## config.mk

```make
export PLATFORM = sky130hd
export DESIGN_NAME = rr_mux_reg
export DESIGN_NICKNAME = d
export VERILOG_FILES = /design/src/rtl/rr_mux_reg_pkg.sv /design/src/rtl/rr_mux_reg_priority_pick.sv /design/src/rtl/rr_mux_reg.sv
export SDC_FILE = /design/constraint.sdc
export NUM_CORES = 1
export LEC_CHECK = 0
export ABC_AREA = 1
export BUFFER_PORTS_ARGS = -buffer_cell sky130_fd_sc_hd__buf_2
export CAP_MARGIN = 15
export CORE_ASPECT_RATIO = 0.8
export CORE_MARGIN = 10
export CORE_UTILIZATION = 42
export DETAILED_ROUTE_END_ITERATION = 16
export PLACE_DENSITY = 0.88
export SLEW_MARGIN = 20
export SYNTH_ARGS = -nofsm -noshare
export SYNTH_HDL_FRONTEND = slang
export SYNTH_HIERARCHICAL = 1
export SYNTH_SLANG_ARGS = --single-unit
```

## constraint.sdc

```tcl
create_clock -name clk -period 1.7 [get_ports clk]
set_input_delay 0.085 -clock clk [delete_from_list [all_inputs] [get_ports clk]]
set_output_delay 0.085 -clock clk [all_outputs]
set_load 0.005 [all_outputs]
```

## src/rtl/rr_mux_reg_pkg.sv

```systemverilog
// Shared constants and helpers for the round-robin arbitrating output register.
package rr_mux_reg_pkg;

   // Default geometry of the multiplexer.
   localparam int RR_DEFAULT_WIDTH = 32;
   localparam int RR_DEFAULT_NCH   = 4;

   // Arbitration mode encodings used for the MODE parameter.
   localparam int RR_MODE_ROUND_ROBIN = 0;
   localparam int RR_MODE_FIXED       = 1;

   // Mode as seen by the priority picker.
   typedef enum logic {
      PICK_RR    = 1'b0,
      PICK_FIXED = 1'b1
   } pick_mode_e;

   // Pointer value after channel g wins: the search restarts just past the winner.
   function automatic int rr_next_ptr(input int g, input int nch);
      return (g == nch - 1) ? 0 : g + 1;
   endfunction

endpackage

```

## src/rtl/rr_mux_reg_priority_pick.sv

```systemverilog
// Combinational priority picker: finds the first requesting channel, searching
// upward from ptr (round-robin) or from index 0 (fixed priority), with wrap-around.
module rr_priority_pick
   import rr_mux_reg_pkg::*;
#(
   parameter int NCH  = RR_DEFAULT_NCH,
   parameter int SELW = $clog2(NCH)
) (
   input  logic [NCH-1:0]  req,
   input  logic [SELW-1:0] ptr,
   input  pick_mode_e      mode,
   output logic [NCH-1:0]  gnt_onehot,
   output logic [SELW-1:0] gnt_idx,
   output logic            any
);

   int              base;
   int              idx;
   logic [SELW-1:0] idx_s;

   // Scan channels in priority order and keep only the first requester.
   always_comb begin
      gnt_onehot = '0;
      gnt_idx    = '0;
      any        = 1'b0;
      idx        = 0;
      idx_s      = '0;
      base       = (mode == PICK_FIXED) ? 0 : int'(ptr);
      for (int k = 0; k < NCH; k++) begin
         idx = base + k;
         if (idx >= NCH) begin
            idx = idx - NCH;
         end
         idx_s = idx[SELW-1:0];
         if (!any && req[idx_s]) begin
            any               = 1'b1;
            gnt_onehot[idx_s] = 1'b1;
            gnt_idx           = idx_s;
         end
      end
   end

endmodule

```

## src/rtl/rr_mux_reg.sv

```systemverilog
// N-channel arbitrating multiplexer feeding a one-entry registered output stage.
// One channel is accepted per cycle whenever the output register is empty or
// being drained, giving one word per cycle with no bubble.
module rr_mux_reg
   import rr_mux_reg_pkg::*;
#(
   parameter  int WIDTH = RR_DEFAULT_WIDTH,
   parameter  int NCH   = RR_DEFAULT_NCH,
   parameter  int MODE  = RR_MODE_ROUND_ROBIN,
   localparam int SELW  = $clog2(NCH)
) (
   input  logic                 clk,
   input  logic                 rst_n,
   input  logic [NCH*WIDTH-1:0] in_data,
   input  logic [NCH-1:0]       in_valid,
   output logic [NCH-1:0]       in_ready,
   output logic [WIDTH-1:0]     out_data,
   output logic [SELW-1:0]      out_sel,
   output logic                 out_valid,
   input  logic                 out_ready
);

   localparam pick_mode_e PICK_MODE = (MODE == RR_MODE_FIXED) ? PICK_FIXED : PICK_RR;

   logic             out_valid_q, out_valid_d;
   logic [WIDTH-1:0] out_data_q,  out_data_d;
   logic [SELW-1:0]  out_sel_q,   out_sel_d;
   logic [SELW-1:0]  ptr_q,       ptr_d;

   logic [NCH-1:0]   gnt_onehot;
   logic [SELW-1:0]  gnt_idx;
   logic             gnt_any;
   logic             can_load;
   logic             load;
   logic [WIDTH-1:0] sel_word;

   rr_priority_pick #(
      .NCH  (NCH),
      .SELW (SELW)
   ) u_pick (
      .req        (in_valid),
      .ptr        (ptr_q),
      .mode       (PICK_MODE),
      .gnt_onehot (gnt_onehot),
      .gnt_idx    (gnt_idx),
      .any        (gnt_any)
   );

   // Handshake: the register can take a word when empty or being emptied this cycle.
   // in_ready is forced low while reset is held so nothing looks accepted.
   always_comb begin
      can_load = ~out_valid_q | out_ready;
      load     = gnt_any & can_load;
      in_ready = gnt_onehot & {NCH{can_load & rst_n}};
   end

   // Route the granted channel's word toward the output register.
   always_comb begin
      sel_word = '0;
      for (int i = 0; i < NCH; i++) begin
         if (gnt_onehot[i]) begin
            sel_word = in_data[i*WIDTH +: WIDTH];
         end
      end
   end

   // Next state: load replaces the held word; a drain with no load only clears valid.
   always_comb begin
      out_valid_d = out_valid_q;
      out_data_d  = out_data_q;
      out_sel_d   = out_sel_q;
      ptr_d       = ptr_q;
      if (load) begin
         out_valid_d = 1'b1;
         out_data_d  = sel_word;
         out_sel_d   = gnt_idx;
         if (MODE == RR_MODE_ROUND_ROBIN) begin
            ptr_d = SELW'(rr_next_ptr(int'(gnt_idx), NCH));
         end
      end else if (out_ready) begin
         out_valid_d = 1'b0;
      end
   end

   // Output register and round-robin pointer; reset drops any held word.
   always_ff @(posedge clk or negedge rst_n) begin
      if (!rst_n) begin
         out_valid_q <= 1'b0;
         out_data_q  <= '0;
         out_sel_q   <= '0;
         ptr_q       <= '0;
      end else begin
         out_valid_q <= out_valid_d;
         out_data_q  <= out_data_d;
         out_sel_q   <= out_sel_d;
         ptr_q       <= ptr_d;
      end
   end

   assign out_valid = out_valid_q;
   assign out_data  = out_data_q;
   assign out_sel   = out_sel_q;

endmodule

```

==> flow_metrics.tcl, run 1 <==
set metrics [dict create \
    status "finished with violations" \
    violations "setup timing" \
    critPathCaptureType "primary output" \
    worstHoldStart "in_data[79]" \
    finalCriticalPeriod_ns 2.265 \
    worstPathArrival_ns 2.18 \
    path_clk_slew_ns 0.07 \
    leakage_nw 3.126 \
    diodes 0 \
    clkPwrFrac 0.061 \
    drc 0 \
    setup_violations 41 \
    finalMaxSlewViolations 0 \
    timing.final.ws_setup_ns -0.5650 \
    final_cell_mix "nand2_1 (247), buf_2 (173), nor2_1 (51)" \
    p_per_area_nw_per_um2 1767 \
    start_util 0.4319 \
    yosysSeqAreaShare 0.2698 \
    ir_drop_uv 709.0 \
    rows 29 \
    synth_edf_count 0 \
    path_max_fanout 5 \
    syn_to_final_growth_pct 57.49 \
    worstSetupStartpointType "flip-flop" \
    grt_pass1_vias 4439 \
    die-height_um 100.9 \
    fin_crit_sh 1.332 \
    synth_flop_cell "dfrtp_1" \
    utilization 0.6802 \
    power.internal_mw 4.863 \
    htree_num_levels 2 \
    drive_gt1_frac 0.4878 \
    via_per_inst 5.124 \
    dieArea_sq_um 12210 \
    cts_sinks 37 \
    drt_pass1_iterations 7 \
    dp_hpwl_mm 9.501 \
    ys.warnings.count 6 \
    power_mw 9.550 \
    synth-async-reset-ratio 1.000 \
    gp_congestion 0.9481 \
    cts_root_buffer "clkbuf_8" \
    grt_pass1_wl_mm 21.38 \
    clock_path_buffers 2 \
    io_pins 174 \
    fmaxAchievable_mhz 441.5 \
    combPwrFrac 0.780 \
    power_frac_seq 0.159 \
    antenna_found_initial 0 \
    synth_seq_cells 37 \
    grt_max_degree 39 \
    insertion_delay_ns 0.28 \
    totalWireLength_mm 14.67 \
    gr-total-overflow 0 \
    sw_frac_of_total 0.4908 \
    power.switching_mw 4.687 \
    clock_skew_ns 0.002301 \
    ant_nets 0 \
    cts_tree "built" \
    drtIter0Drc 324 \
    rsz0062_at_grt "true" \
    fin_nets 916 \
    io_buffer_count 173 \
    yosys.area.top_type "nand2_1" \
    synth_top_area_share 0.2909 \
    r2r-start "ptr_q[0]" \
    crit_required_ns 1.62 \
    placed_cell_area_sq_um 4616 \
    instances_no_fill 889 \
    wl_per_cell_um 16.51 \
    num_vias 4555 \
    worstSetupPathType "flip-flop to primary output" \
    syn_avg_cell_area_sq_um 6.195 \
    synth_area_sq_um 3432 \
    synth.net_count 690 \
    crit_start "ptr_q[0]" \
    hold_viol_final 0 \
    hp-class "input pin to flip-flop" \
    maxCapViolations 0 \
    synthCells 554 \
    whs_ns 0.09919 \
    synth.distinct_cells 26 \
    die_w_um 121.1 \
    groute.usage.overall 0.2124 \
    synth.area.top_cells "nand2_1 (29%), dfrtp_1 (27%), nand3_2 (8.7%)" \
    core_sq_um 7946 \
    dp_cells 843 \
    cts_buffers 5 \
    finalInstanceArea_sq_um 5405 \
    final_common_cell "nand2_1" \
]
per-stage QoR:
| stage | setup slack (ns) | setup TNS (ns) |
|---|---|---|
| finish | -0.5650 | -19.71 |
| global route | -0.6521 | -23.41 |
| CTS | -0.3684 | -13.33 |
| detailed placement | -0.3992 | -13.70 |
| global placement | -0.3092 | -10.86 |
| floorplan | -0.1389 | -4.241 |
per-layer routing:
metal	global-route usage	wire length (um)	up-vias
li1	-	-	2179
met1	0.2469	5922	2081
met2	0.3613	6864	257
met3	0.07055	1484	38
met4	0.06759	401	0
met5	0	0	-
final timing paths:
kind,slack (ns),cells past startpoint,endpoint
setup / recovery,-0.57,12,in_ready[2]
hold / removal,0.1,5,out_data[15]
setup reg to reg,-0.54,19,out_data[22]
hold reg to reg,0.48,2,out_data[23]
max in group asynchronous,0.89,3,ptr_q[1]
min in group asynchronous,0.45,3,out_data[4]
timing repair:
item | in CTS | in global routing
endpoints found under the hold margin | 37 | 0
gates resized for setup | 57 | 54
pin swaps | 43 | 32
cloned | 3 | 1
hold buffers | 1 | 0
setup buffers | 25 | 11
endpoints found under the setup margin | 41 | 41
final cells by class:
| cell class | count | area (sq um) |
|---|---|---|
| inverters | 21 | 100.1 |
| clock buffers | 6 | 72.57 |
| repair buffers | 252 | 1732 |
| fillers | 661 | 2541 |
| well taps | 108 | 135.1 |
| clock inverters | 2 | 10.01 |
| repair inverters | 1 | 11.26 |
| flip-flops and latches | 37 | 928.4 |
| multi-input cells | 462 | 2416 |
state kept, by name, indices dropped and copies added (netlist names):
name,count
out_data,32
out_sel,2
out_valid,1
ptr_q,2
power by group through the flow:
stage	Combinational [mW]	Sequential, mW	Clock, mW
4_1_cts	6.69	1.52	0.611
5_1_grt	8.15	1.56	0.645
3_5_place_dp	5.86	1.49	0
2_1_floorplan	3.97	1.52	0
6_report	7.44	1.52	0.585
3_3_place_gp	5.73	1.49	0
worst max-delay path: stages (launching register included):
cell and delay (ns):
dfrtp_2 0.46, nand2_4 0.11, nand2_1 0.14, nand2_4 0.09
buf_6 0.13, o21ai_4 0.21, buf_6 0.13, nand4_1 0.10
nand2_2 0.14, inv_4 0.06, buf_12 0.13, nor2_4 0.07
buf_2 0.12
cells in the mapped netlist, types with 3 or more instances:
cell type and instances:
nand3_2 30, nand3_1 21, nand2_4 3, a21oi_1 32, inv_1 16, nand2_2 15, dfrtp_1 37, buf_12 3
buf_6 8, buf_4 9, buf_2 14, nor2_1 78, nand2_1 266, nand4_1 7, inv_2 4
cell families (layout without fill, tap and decap cells):
family / after synthesis / after routing / share of synthesized area
other cells: 1 / 1 / 0.001093
buf+inv: 56 / 282 / 0.1134
fa+ha+maj: 1 / 1 / 0.003645
flops: 37 / 37 / 0.2698
simple gates: 424 / 425 / 0.5592
compound gates: 35 / 35 / 0.05286
(Power assumes the default switching activity.)
==> run 2, diff against run 1 <==
- PLACE_DENSITY: 0.88 -> 0.78
==> run 2 against run 1 <==
  * The run still ends with setup timing left
  * Register-to-register slack better by 0.08 ns
  * Critical endpoint is now in_ready[0]
  * Core utilization is 0.88 points higher
  * Clock power grew 38%
  * Routed wire length fell by 4.1%
  * Critical path depth up 2
  * Maximum frequency rose by 2.3%
==> flow_metrics.tcl, run 2 (synthesis results as in run 1) <==
set metrics [dict create \
    clock_path_buffers 2 \
    timing.final.ws_setup_ns -0.5150 \
    cts_root_buffer "clkbuf_8" \
    rr_worst_depth 17 \
    placed_cell_area_sq_um 4543 \
    cpMaxStageDelayCell "dfrtp_2" \
    wl_per_cell_um 15.78 \
    maxCapViolations 0 \
    fin_nets 919 \
    antenna_found_initial 0 \
    dp_cells 845 \
    ir_drop_uv 923.5 \
    p_per_area_nw_per_um2 1811 \
    htree_num_levels 2 \
    power.internal_mw 5.226 \
    io_buffer_count 173 \
    drive_gt1_frac 0.4758 \
    combPwrFrac 0.765 \
    status "finished with violations" \
    grt_max_degree 38 \
    final_common_cell "nand2_1" \
    power_frac_seq 0.154 \
    clkPwrFrac 0.081 \
    worstSetupPathType "flip-flop to primary output" \
    cts_sinks 37 \
    grt_pass1_wl_mm 21.00 \
    drc 0 \
    insertion_delay_ns 0.29 \
    cp_common_cell "nand2_2" \
    drtIter0Drc 291 \
    final_cell_mix "nand2_1 (248), buf_2 (174), nor2_1 (62)" \
    hold_viol_final 0 \
    fmaxAchievable_mhz 451.5 \
    finalCriticalPeriod_ns 2.215 \
    rows 29 \
    gr-total-overflow 0 \
    syn_to_final_growth_pct 59.53 \
    dp_hpwl_mm 9.782 \
    gp_congestion 0.9211 \
    core_sq_um 7946 \
    cts_buffers 5 \
    power.switching_mw 4.691 \
    dpl_worst_slack_ns -0.4611 \
    worstSetupStartpointType "flip-flop" \
    dieArea_sq_um 12210 \
    leakage_nw 3.184 \
    instances_no_fill 892 \
    sw_frac_of_total 0.4730 \
    totalWireLength_mm 14.08 \
    groute.usage.overall 0.2113 \
    die-height_um 100.9 \
    cts_tree "built" \
    critPathCaptureType "primary output" \
    hp-class "input pin to flip-flop" \
    cp_cell_sequence "buf_6, nand3_2, nand2_2, nand2_2, nand2_4, nand3_4, buf_6, nor2_1, nor2_2, nand2_2, buf_12, inv_2, nor2_1, buf_2" \
    start_util 0.4319 \
    die_w_um 121.1 \
    rsz0062_at_grt "true" \
    drt_pass1_iterations 5 \
    setup_violations 41 \
    largest_reg_flops 32 \
    finalInstanceArea_sq_um 5475 \
    violations "setup timing" \
    setup_tns_ns -17.10 \
    max_stage_delay_ns 0.45 \
    path_max_fanout 7 \
    via_per_inst 4.929 \
    fin_crit_sh 1.303 \
    crit_required_ns 1.62 \
    worstPathArrival_ns 2.13 \
    ant_nets 0 \
    clock_skew_ns 0.007363 \
    grt_pass1_vias 4294 \
    finalMaxSlewViolations 0 \
    num_vias 4397 \
    io_pins 174 \
    path_clk_slew_ns 0.08 \
    diodes 0 \
    holdPathStages 5 \
]
run 2: metrics by stage:
stage / hold WS [ns] / power [mW] / util
5_1_grt: 0.1151 / 10.72 / 0.6890
4_1_cts: 0.08848 / 9.211 / 0.6566
2_1_floorplan: -0.2106 / 5.493 / -
3_3_place_gp: 0.1858 / 7.024 / 0.5717
3_5_place_dp: 0.2019 / 7.134 / 0.5717
6_report: 0.09821 / 9.917 / 0.6890
run 2: final timing paths:
kind	startpoint	to	slack, ns
max	ptr_q[0]	in_ready[0]	-0.51
max in group asynchronous	rst_n	ptr_q[1]	0.93
max reg2reg	ptr_q[0]	out_data[30]	-0.46
min reg2reg	out_data[11]	out_data[11]	0.48
min in group asynchronous	rst_n	out_valid	0.41
min	in_data[93]	out_data[29]	0.1
run 2: what timing repair did:
action | CTS | global route
endpoints found under the setup margin | 41 | 41
setup buffers | 24 | 7
hold buffers | 1 | 0
cloned | 6 | 1
resized for setup | 61 | 49
pin swaps | 18 | 24
endpoints found under the hold margin | 37 | 0
run 2: critical path: cells and delay by family (launching register included):
family | cells | cell delay (ns)
flops | 1 | 0.45
buf+inv | 5 | 0.59
simple gates | 9 | 0.80
run 2: final cells by class:
type                    instances  area, sq um
clock buffers                   7        86.33
well taps                     108        135.1
inverters                      21        97.59
repair buffers                255         1799
clock inverters                 1        30.03
flip-flops and latches         37        928.4
multi-input cells             462         2382
fillers                       660         2471
repair inverters                1        16.27
run 2: metal layers:
metal,global-route usage,routed length [um]
met1,0.2531,6040
met2,0.3622,6565
met3,0.06551,1291
met4,0.04815,178
met5,0,0
run 2: power groups by stage:
stage               Combinational (mW)  Clock (mW)  Sequential (mW)
CTS                               6.87       0.820             1.52
detailed placement                5.63           0             1.51
floorplan                         3.97           0             1.52
global placement                  5.53           0             1.50
global route                      8.30       0.854             1.57
finish                            7.58       0.805             1.53
==> run 3, diff against run 2 <==
- CORE_UTILIZATION: 42 -> 43
- CTS_BUF_LIST: default -> sky130_fd_sc_hd__clkbuf_8
- PLACE_DENSITY: 0.78 -> 0.79
==> run 3 against run 2 <==
  * The run still ends with setup timing left
  * Clock skew decreased by 0.0016 ns
  * Clock-buffer cell count decreased by 2
  * Sequential share of layout area fell by 0.33 points
  * Largest cell class unchanged
==> flow_metrics.tcl, run 3 (synthesis results as in run 1) <==
set metrics [dict create \
    status "finished with violations" \
    violations "setup timing" \
    hold_viol_final 0 \
    path_delay_family "simple AND/OR/NAND/NOR gates" \
    whs_ns 0.08532 \
    drc 0 \
    wl_met3_mm 1.520 \
    maxCapViolations 0 \
    final_cell_mix "nand2_1 (251), buf_2 (173), nor2_1 (50)" \
    io_buffer_count 173 \
    htree_num_levels 2 \
    finalMaxSlewViolations 0 \
    cp_common_cell "nand2_2" \
    cpMaxStageDelayCell "dfrtp_2" \
    final_common_cell "nand2_1" \
    die-height_um 99.91 \
    num_vias 4609 \
    gp_congestion 0.8760 \
    wl_met1_mm 5.949 \
    dieArea_sq_um 11980 \
    timing.final.ws_setup_ns -0.5594 \
    wl_met2_mm 7.042 \
    worst-path-buf-inv 4 \
    totalWireLength_mm 15.19 \
    fin_nets 920 \
    grt_pass1_vias 4605 \
    insertion_delay_ns 0.30 \
    worstSetupStartpointType "flip-flop" \
    worstSetupPathType "flip-flop to primary output" \
    fin_crit_sh 1.329 \
    wl_per_cell_um 17.01 \
    gr-total-overflow 0 \
    rsz0062_at_grt "true" \
    leakage_nw 3.197 \
    groute.usage.overall 0.2222 \
    cts_sinks 37 \
    finalInstanceArea_sq_um 5584 \
    p_per_area_nw_per_um2 1808 \
    fmaxAchievable_mhz 442.6 \
    start_util 0.4379 \
    die_w_um 119.9 \
    syn_to_final_growth_pct 62.71 \
    drt_pass1_iterations 5 \
    grt_max_degree 38 \
    path_clk_slew_ns 0.08 \
    highest_layer "met4" \
    dp_hpwl_mm 9.925 \
    drive_gt1_frac 0.5070 \
    path_max_fanout 8 \
    antenna_found_initial 0 \
    via_per_inst 5.161 \
    setup_tns_ns -20.40 \
    crit_required_ns 1.62 \
    worstPathArrival_ns 2.17 \
    max_stage_delay_ns 0.50 \
    io_pins 174 \
    ant_nets 0 \
    clock_skew_ns 0.005770 \
    diodes 0 \
    ir_drop_uv 744.1 \
    rows 29 \
    placed_cell_area_sq_um 4593 \
    finalCriticalPeriod_ns 2.259 \
    clock_path_buffers 2 \
    hp-class "input pin to flip-flop" \
    cts_buffers 5 \
    cts_tree "built" \
    cp_cell_sequence "buf_6, nand3_4, nand2_4, nand2_2, nand2_2, nand3_4, nor2_1, nor2_1, nand2_2, buf_12, inv_16, nor2_2, buf_2" \
    cts_root_buffer "clkbuf_8" \
    drtIter0Drc 414 \
    utilization 0.7125 \
    largest_reg_flops 32 \
    power_mw 10.10 \
    critPathCaptureType "primary output" \
    grt_pass1_wl_mm 22.12 \
    core_sq_um 7838 \
    setup_violations 41 \
]
-- run 3: final cells by class --
cell class,instances,area (sq um)
Clock buffer,5,68.82
Clock inverter,3,13.76
Fill cell,618,2253
Inverter,21,100.1
Multi-Input combinational cell,462,2516
Sequential cell,37,928.4
Tap cell,108,135.1
Timing Repair Buffer,254,1769
Timing Repair inverter,3,52.55
-- run 3: final timing paths --
path / slack [ns] / from / cells past startpoint / endpoint
max in group asynchronous: 0.89 / rst_n / 3 / ptr_q[1]
max: -0.56 / ptr_q[0] / 13 / in_ready[1]
min in group asynchronous: 0.43 / rst_n / 3 / out_data[5]
min: 0.09 / in_data[93] / 5 / out_data[29]
max reg2reg: -0.54 / ptr_q[0] / 18 / out_data[17]
min reg2reg: 0.48 / out_data[25] / 2 / out_data[25]
-- run 3: stage by stage --
step           cells  setup WS, ns
6_report         893       -0.5594
5_1_grt          893       -0.6846
4_1_cts          883       -0.4749
3_5_place_dp     845       -0.4957
3_3_place_gp     845       -0.3784
2_1_floorplan    554       -0.1389
-- run 3: worst min-delay path: stages --
cell and delay, ns:
buf_2 0.09, a21oi_2 0.05, nand2_1 0.05, nand2_1 0.04, nand2_1 0.04
-- run 3: metal layers --
metal	track usage	vias up
li1	-	2185
met1	0.2506	2080
met2	0.3691	281
met3	0.07796	63
met4	0.1083	0
met5	0	-
-- run 3: what timing repair did --
action,4_1_cts,5_1_grt
gates resized for setup,67,69
setup buffers,25,7
gates cloned,5,3
endpoints found under the setup margin,41,41
pin swaps,28,32
endpoints found under the hold margin,37,0
hold buffers,1,0
-- run 3: report_power, final --
| part | internal [mW] | switching (mW) | total, mW | leakage (nW) |
|---|---|---|---|---|
| clock network | 0.279 | 0.334 | 0.613 | 0.0491 |
| registers | 1.29 | 0.267 | 1.55 | 0.467 |
| logic | 3.52 | 4.41 | 7.93 | 2.68 |
| total | 5.09 | 5.01 | 10.1 | 3.20 |
